==> config.mk <==
export PLATFORM = sky130hd
export DESIGN_NAME = bf16_mul_pipe
export DESIGN_NICKNAME = d
export VERILOG_FILES = /design/src/rtl/bf16_mul_pipe.sv
export SDC_FILE = /design/constraint.sdc
export NUM_CORES = 1
export LEC_CHECK = 0
export CELL_PAD_IN_SITES_DETAIL_PLACEMENT = 1
export CELL_PAD_IN_SITES_GLOBAL_PLACEMENT = 2
export CORE_UTILIZATION = 30
export CTS_CLUSTER_SIZE = 10
export DETAILED_ROUTE_END_ITERATION = 10
export GPL_TIMING_DRIVEN = 0
export PLACE_DENSITY_LB_ADDON = 0.1
export REMOVE_ABC_BUFFERS = 1
export SKIP_CTS_REPAIR_TIMING = 1
export SYNTH_ARGS = -nofsm -noshare
export SYNTH_HDL_FRONTEND = slang
export SYNTH_SLANG_ARGS = --single-unit
==> constraint.sdc <==
create_clock -name clk -period 10.56 [get_ports clk]
set_clock_uncertainty 0.2 [all_clocks]
set_input_delay 2.112 -clock clk [delete_from_list [all_inputs] [get_ports clk]]
set_output_delay 2.112 -clock clk [all_outputs]
set_load 0.05 [all_outputs]
==> src/rtl/bf16_mul_pipe.sv <==
// rtl/bf16_mul_pipe.sv - three-stage bf16 multiplier with valid/ready and sideband tag
// Optional round-to-nearest-even in the pack stage when BF16_MUL_RNE_EN is defined.
module bf16_mul_pipe #(
  parameter int TAG_W = 4
) (
  input  logic             clk,
  input  logic             rst,
  input  logic             in_valid,
  output logic             in_ready,
  input  logic [15:0]      in_a,
  input  logic [15:0]      in_b,
  input  logic [TAG_W-1:0] in_tag,
  output logic             out_valid,
  input  logic             out_ready,
  output logic [15:0]      out_prod,
  output logic [TAG_W-1:0] out_tag
);

  logic adv1, adv2, adv3;
  logic s1_valid_q, s2_valid_q, s3_valid_q;

  logic             s1_sign_q, s1_aspec_q, s1_bspec_q, s1_zero_q;
  logic [7:0]       s1_ea_q, s1_eb_q, s1_ma_q, s1_mb_q;
  logic [15:0]      s1_a_q, s1_b_q;
  logic [TAG_W-1:0] s1_tag_q;
  logic             s1_aspec_d, s1_bspec_d, s1_zero_d;

  logic                s2_sign_q, s2_aspec_q, s2_bspec_q, s2_zero_q;
  logic [15:0]         s2_p_q, s2_a_q, s2_b_q;
  logic signed [9:0]   s2_esum_q;
  logic [TAG_W-1:0]    s2_tag_q;
  logic [15:0]         s2_p_d;
  logic signed [9:0]   s2_esum_d;

  logic [15:0]       s3_prod_q, s3_prod_d;
  logic [TAG_W-1:0]  s3_tag_q;
  logic [6:0]        frac;
  logic signed [9:0] e;

  // Bubbles collapse: a stage may load whenever it is empty or its successor moves.
  assign adv3     = !s3_valid_q || out_ready;
  assign adv2     = !s2_valid_q || adv3;
  assign adv1     = !s1_valid_q || adv2;
  assign in_ready = adv1;

  assign out_valid = s3_valid_q;
  assign out_prod  = s3_prod_q;
  assign out_tag   = s3_tag_q;

  assign s1_aspec_d = (in_a[14:7] == 8'hFF);
  assign s1_bspec_d = (in_b[14:7] == 8'hFF);
  assign s1_zero_d  = (in_a[14:7] == 8'h00) || (in_b[14:7] == 8'h00);

  assign s2_p_d    = {8'h00, s1_ma_q} * {8'h00, s1_mb_q};
  assign s2_esum_d = $signed({2'b00, s1_ea_q}) + $signed({2'b00, s1_eb_q}) - 10'sd127;

`ifdef BF16_MUL_RNE_EN
  logic guard, sticky;
  always_comb begin
    guard  = s2_p_q[15] ? s2_p_q[7] : s2_p_q[6];
    sticky = s2_p_q[15] ? (|s2_p_q[6:0]) : (|s2_p_q[5:0]);
  end
`else
  logic unused_lo;
  assign unused_lo = ^s2_p_q[6:0];
`endif

  always_comb begin
    frac      = s2_p_q[13:7];
    e         = s2_esum_q;
    s3_prod_d = 16'h0000;
    if (s2_p_q[15]) begin
      frac = s2_p_q[14:8];
      e    = s2_esum_q + 10'sd1;
    end
`ifdef BF16_MUL_RNE_EN
    if (guard && (sticky || frac[0])) begin
      if (&frac) begin
        frac = 7'h00;
        e    = e + 10'sd1;
      end else begin
        frac = frac + 7'd1;
      end
    end
`endif
    if (s2_aspec_q)          s3_prod_d = s2_a_q;
    else if (s2_bspec_q)     s3_prod_d = s2_b_q;
    else if (s2_zero_q)      s3_prod_d = {s2_sign_q, 15'h0000};
    else if (e >= 10'sd255)  s3_prod_d = {s2_sign_q, 8'hFF, 7'h00};
    else if (e <= 10'sd0)    s3_prod_d = {s2_sign_q, 15'h0000};
    else                     s3_prod_d = {s2_sign_q, e[7:0], frac};
  end

  always_ff @(posedge clk) begin
    if (rst) begin
      s1_valid_q <= 1'b0;
      s2_valid_q <= 1'b0;
      s3_valid_q <= 1'b0;
      s3_prod_q  <= 16'h0000;
      s3_tag_q   <= '0;
    end else begin
      if (adv1) s1_valid_q <= in_valid;
      if (adv2) s2_valid_q <= s1_valid_q;
      if (adv3) s3_valid_q <= s2_valid_q;
      if (adv3 && s2_valid_q) begin
        s3_prod_q <= s3_prod_d;
        s3_tag_q  <= s2_tag_q;
      end
    end
  end

  // Datapath registers need no reset: their valid bits gate every use.
  always_ff @(posedge clk) begin
    if (adv1 && in_valid) begin
      s1_sign_q  <= in_a[15] ^ in_b[15];
      s1_ea_q    <= in_a[14:7];
      s1_eb_q    <= in_b[14:7];
      s1_ma_q    <= {1'b1, in_a[6:0]};
      s1_mb_q    <= {1'b1, in_b[6:0]};
      s1_aspec_q <= s1_aspec_d;
      s1_bspec_q <= s1_bspec_d;
      s1_zero_q  <= s1_zero_d;
      s1_a_q     <= in_a;
      s1_b_q     <= in_b;
      s1_tag_q   <= in_tag;
    end
    if (adv2 && s1_valid_q) begin
      s2_sign_q  <= s1_sign_q;
      s2_p_q     <= s2_p_d;
      s2_esum_q  <= s2_esum_d;
      s2_aspec_q <= s1_aspec_q;
      s2_bspec_q <= s1_bspec_q;
      s2_zero_q  <= s1_zero_q;
      s2_a_q     <= s1_a_q;
      s2_b_q     <= s1_b_q;
      s2_tag_q   <= s1_tag_q;
    end
  end

endmodule

==> results of run 1 <==
==> power groups by stage <==
| stage | logic [mW] | clock network (mW) | registers, mW |
|---|---|---|---|
| 3_5_place_dp | 0.632 | 0 | 0.656 |
| 5_1_grt | 0.708 | 0.579 | 0.653 |
| 4_1_cts | 0.640 | 0.557 | 0.646 |
| 2_1_floorplan | 0.426 | 0 | 0.648 |
| 6_report | 0.619 | 0.545 | 0.645 |
| 3_3_place_gp | 0.607 | 0 | 0.658 |
==> routing by layer <==
| layer | wire length [um] | part of all wire [%] | up-vias | global-route usage [%] |
|---|---|---|---|---|
| li1 | - | - | 2169 | - |
| met1 | 8940 | 51 | 2326 | 22.6 |
| met2 | 7790 | 44 | 129 | 23.9 |
| met3 | 664 | 3.8 | 15 | 3.43 |
| met4 | 191 | 1.1 | 0 | 5.29 |
| met5 | 0 | 0 | - | 0 |
==> metrics by stage <==
stage / std cells / power [mW]
CTS: 915 / 1.84
floorplan: 539 / 1.07
global placement: 880 / 1.26
global route: 915 / 1.94
finish: 916 / 1.81
detailed placement: 884 / 1.29
==> area by class of cell <==
cell class                 instances  area, um2
tap                              280        350
multi-input combinational        355       3120
timing repair buffer              65        686
clock inverter                    13        120
antenna                            1       2.50
fill                            2345      13700
sequential                       122       3430
inverter                          62        233
clock buffer                      18        429
==> worst max-delay path: cells and delay by family <==
family,cells,cell delay [ns]
buffers and inverters,2,1.14
and+or+nand+nor,2,0.74
==> cell families (layout without fill, tap and decap cells) <==
kind of cell    Yosys count  after routing
simple gates            142            142
flops                   122            122
compound gates           96             96
fa+ha+maj                84             84
buf+inv                  78            158
xor+xnor                 24             24
mux                       9              9
other cells               0              1
==> cell usage after synthesis (5+ instances only) <==
| cell type | n | share of area, % |
|---|---|---|
| a311oi_1 | 9 | 1.2 |
| xnor2_1 | 17 | 2.2 |
| or3_1 | 17 | 1.6 |
| o21ai_0 | 18 | 1.3 |
| fa_1 | 36 | 11 |
| xor2_1 | 7 | 0.90 |
| dfxtp_1 | 23 | 6.7 |
| a21oi_1 | 16 | 1.2 |
| nand2_1 | 40 | 2.2 |
| edfxtp_1 | 99 | 43 |
| mux2_2 | 7 | 1.2 |
| o32ai_1 | 5 | 0.64 |
| o2111ai_1 | 7 | 0.90 |
| nor2_1 | 24 | 1.3 |
| inv_1 | 62 | 3.4 |
| a222oi_1 | 7 | 1.0 |
| ha_1 | 48 | 8.8 |
| nand4_1 | 8 | 0.73 |
| and2_1 | 28 | 2.6 |
| o31ai_1 | 5 | 0.55 |
| nor4_1 | 5 | 0.46 |
| clkbuf_1 | 11 | 0.60 |
==> sequential cells by signal (all words and copies together), names as in the netlist, 4 cells and up <==
register	cells
s2_p_q	9
s1_a_q	9
s2_a_q	16
s1_ea_q	7
s1_eb_q	7
s2_tag_q	4
out_prod	16
s1_tag_q	4
s2_b_q	16
s1_b_q	9
s2_esum_q	10
out_tag	4
==> path summary, 6_finish.rpt <==
kind	startpoint	to	cells after the start
min reg2reg	s1_bspec_q	s2_bspec_q	0
max	out_ready	in_ready	4
min	s1_bspec_q	s2_bspec_q	0
max reg2reg	s1_b_q[5]	s2_p_q[14]	15
==> flow_summary.ini, run 1 <==
[cells_and_area]
final_net_count = 747
final_common_cell = edfxtp_1
final_area_um2 = 8380
fin_util_pct = 37.9
most-common-layout-cells = edfxtp_1, inv_1, clkdlybuf4s50_1
drive_above_1_share_pct = 7.87
area_growth_syn_to_layout_pct = 22.5

[worst_setup_path]
r2r_setup_slack_ns = 5.23
end_kind = output port
cp_data_required_time_ns = 8.25
path_cells = clkdlybuf4s50_1 -> nor2b_1 -> nand3_1 -> clkdlybuf4s50_1
cp_slowest_stage_delay_ns = 0.74
start_kind = input port
critPathMaxFanout = 7
critPathKind = input port to output port
path_common_cell = clkdlybuf4s50_1
slowest_stage = clkdlybuf4s50_1
cp.arrival_ns = 3.99

[timing]
period_needed_ns = 6.30
slew_headroom_pct = 21.4
worst_pin_slew_ns = 1.17
period_share_pct = 59.7
hold_slack_ns = 0.218
fin_ws_ns = 4.26
setup_tns_ns = 0
setup_violations = 0
hold_viol = 0
rsz0062_at_grt = false
fmax_mhz = 159
finalMaxSlewViolations = 0

[power_and_ir_drop]
internal_power_mw = 1.19
powerDensity_nw_per_um2 = 216
peakVddDrop_mv = 0.0987
swShare_pct = 34.4
pwr-share-seq_pct = 35.7
p_switching_mw = 0.623
combPwrFrac_pct = 34.2
clock_power_share_pct = 30.1
power.leakage_nw = 3.17

[job]
max_cap_viol_count = 0

[placed_design]
place.detailed.hpwl_mm = 12.9
gp_congestion = 0.766
dp_slack_ns = 4.25
placed_area_um2 = 7830
portBuffers = 61

[global_route]
antenna_found_initial = 0
grt_pass1_vias = 4919
grt_pass1_wl_mm = 27.8
overflow = 0
grt_usage_pct = 15.9
grt_max_degree = 29

[floorplanning]
dieArea_um2 = 23400
row_count = 54
ios = 62
die_h_um = 153
core_um2 = 22100
start_util_pct = 30.9
dieWidth_um = 153

[yosys]
yosys_most_used_dff = edfxtp_1
yosys_warnings = 0
synth-xor-area-share_pct = 3.07
ys_ff_latch = 122
synth-edff-count = 99
syn_area_um2 = 6840
synth_top_family_by_area = adder cells
synthAdderAreaFrac_pct = 19.3
syn_inst = 555
seq_area_frac_synth_pct = 50.2
synth.avg_cell_area_um2 = 12.3
async_flop_share_pct = 0
muxShareOfSynthArea_pct = 1.50
yosys.area_share.simple_pct = 11.2
synth_cell_types = 55
synth_compound_area_share_pct = 10.2

[route]
wire_per_inst_um = 19.2
drt-pass1-iter-count = 5
ant_nets = 0
drc = 0
wl_mm = 17.6
vias = 4639
drt-initial-drc-count = 279
viasPerCell = 5.06

[clock_network]
numCtsBuffers = 17
clock-sinks = 122
clkTransAtPathRegs_ns = 0.06
cts_max_path_buffers = 2
clkLatencyLatePin_ns = 0.42
cts-root-buf = clkbuf_16
cts_tree = yes
h-tree-depth = 4

[outcome]
status = complete, no violations

[worst_hold_path]
hp-class = flop to flop
(Power assumes the default switching activity.)
==> run 2, diff against run 1 <==
==> constraint.sdc (replaced) <==
create_clock -name clk -period 6.22 [get_ports clk]
set_clock_uncertainty 0.2 [all_clocks]
set_input_delay 1.244 -clock clk [delete_from_list [all_inputs] [get_ports clk]]
set_output_delay 1.244 -clock clk [all_outputs]
set_load 0.05 [all_outputs]
==> results of run 2 <==
Same layout as run 1 (identical final DEF). Status: complete, no violations.
Among the figures that moved: setup slack after placement 4.25 ns -> 0.836 ns; setup slack after layout 4.26 ns -> 0.890 ns; start point of the critical path out_ready -> s1_b_q[5]; end point of the critical path in_ready -> s2_p_q[14]; register-to-register setup slack 5.23 ns -> 0.89 ns; total power 1.81 mW -> 3.07 mW; worst IR drop on VDD 0.0987 mV -> 0.168 mV
==> run 3, diff against run 2 <==
--- a/config.mk
+++ b/config.mk
@@ -12,6 +12,7 @@
 export DETAILED_ROUTE_END_ITERATION = 10
 export GPL_TIMING_DRIVEN = 0
 export PLACE_DENSITY_LB_ADDON = 0.1
+export RECOVER_POWER = 25
 export REMOVE_ABC_BUFFERS = 1
 export SKIP_CTS_REPAIR_TIMING = 1
 export SYNTH_ARGS = -nofsm -noshare
==> run 3 against run 2 <==
Against the previous run: register-to-register slack about the same; setup slack improved by 0.00071 ns; hold slack about the same; clock-buffer cell count unchanged; design area unchanged; clock power about the same; total power about the same; maximum frequency about the same; first-iteration DRC count decreased by 2.9%; combinational power about the same; via count decreased by 0.47%; non-clock buffer count unchanged; critical endpoint unchanged; largest cell class unchanged.
==> flow_summary.ini, run 3 (synthesized netlist as in run 1, its figures left out) <==
[outcome]
status = complete, no violations

[route]
drt-initial-drc-count = 271
viasPerCell = 5.04
wire_per_inst_um = 19.2
vias = 4617
ant_nets = 0
wl_met1_mm = 9.02
wl_mm = 17.6
drt-pass1-iter-count = 5
wl_met2_mm = 7.77
top_layer = met4
drc = 0
met3_length_um = 610

[cells_and_area]
final-instance-count-excl-fill = 916
final_common_cell = edfxtp_1
drive_above_1_share_pct = 7.87
final_area_um2 = 8380
most-common-layout-cells = edfxtp_1, inv_1, ha_1
area_growth_syn_to_layout_pct = 22.5
final_net_count = 747
fillers = 2345

[placed_design]
gp_congestion = 0.766
portBuffers = 61
dp.cells = 884
placed_area_um2 = 7830
place.detailed.hpwl_mm = 12.9

[clock_network]
h-tree-depth = 4
cts-root-buf = clkbuf_16
clock-sinks = 122
numCtsBuffers = 17
clkTransAtPathRegs_ns = 0.06
clkLatencyLatePin_ns = 0.42
cts_tree = yes
cts_max_path_buffers = 2

[floorplanning]
ios = 62
die_h_um = 153
dieArea_um2 = 23400
row_count = 54
dieWidth_um = 153
start_util_pct = 30.9
core_um2 = 22100

[worst_setup_path]
critPathKind = flop to flop
cp_num_buf_inv = 4
path_cells = and2_1 -> fa_1 -> inv_1 -> fa_1 -> inv_1 -> fa_1 -> inv_1 -> fa_1 -> inv_1 -> ha_1 -> nor3_1 -> o211ai_1 -> a31oi_1 -> nor2_1 -> o311ai_0
end_kind = flop
path_delay_family = adder cells
cp.arrival_ns = 5.27
critPathMaxFanout = 9
start_kind = flop
cp_data_required_time_ns = 6.16
cp_slowest_stage_delay_ns = 0.61
slowest_stage = edfxtp_1

[timing]
rsz0062_at_grt = false
fmax_mhz = 188
period_needed_ns = 5.33
period_share_pct = 85.7
setup_violations = 0
hold_viol = 0
worst_pin_slew_ns = 1.17
finalMaxSlewViolations = 0
slew_headroom_pct = 21.9

[global_route]
grt_pass1_wl_mm = 27.8
overflow = 0
grt_usage_pct = 15.9
grt_pass1_vias = 4919
antenna_found_initial = 0
grt_max_degree = 29

[worst_hold_path]
hp-class = flop to flop

[power_and_ir_drop]
peakVddDrop_mv = 0.168
powerDensity_nw_per_um2 = 367
power.leakage_nw = 3.17

[job]
max_cap_viol_count = 0
[run 3: cell count changes in the layout (fill, tap and decap cells not counted)]
cell,delta
clkdlybuf4s50_1,-18
dlygate4sd3_1,+18
[run 3: through the flow]
step	hold slack, ns	setup WS, ns	total power, mW	utilization (%)	setup TNS, ns
floorplan	0.200	-0.195	1.82	-	-11.51
global placement	0.203	-2.81	2.15	35.0	-165.63
detailed placement	0.206	0.836	2.19	35.4	0
CTS	0.221	0.733	3.13	37.9	0
global route	0.230	0.474	3.29	37.9	0
finish	0.218	0.890	3.07	37.9	0
[run 3: final timing paths]
| check | from | to | slack (ns) | depth (start not counted) |
|---|---|---|---|---|
| worst min register to register | s1_bspec_q | s2_bspec_q | 0.22 | 0 |
| worst min-delay path | s1_bspec_q | s2_bspec_q | 0.22 | 0 |
| worst max-delay path | s1_b_q[5] | s2_p_q[14] | 0.89 | 15 |
| worst max register to register | s1_b_q[5] | s2_p_q[14] | 0.89 | 15 |
[run 3: where the power goes]
group	total, mW	internal (mW)	switching (mW)	leakage, nW
sequential	1.10	1.02	0.0771	1.13
clock	0.926	0.550	0.376	0.265
combinational	1.05	0.443	0.606	1.77
total	3.07	2.01	1.06	3.17
[run 3: routing by layer]
layer  global-route usage [%]  vias to the layer above
li1                         -                     2171
met1                     22.6                     2316
met2                     23.9                      113
met3                     3.43                       17
met4                     5.29                        0
met5                        0                        -
[run 3: layout make-up]
type	instances	area, um2	area share (%)
well taps	280	350	4.18
diodes	1	2.50	0.0299
clock buffers	18	429	5.12
repair buffers	65	686	8.18
inverters	62	233	2.78
flip-flops and latches	122	3430	41.0
clock inverters	13	120	1.43
multi-input cells	355	3120	37.3
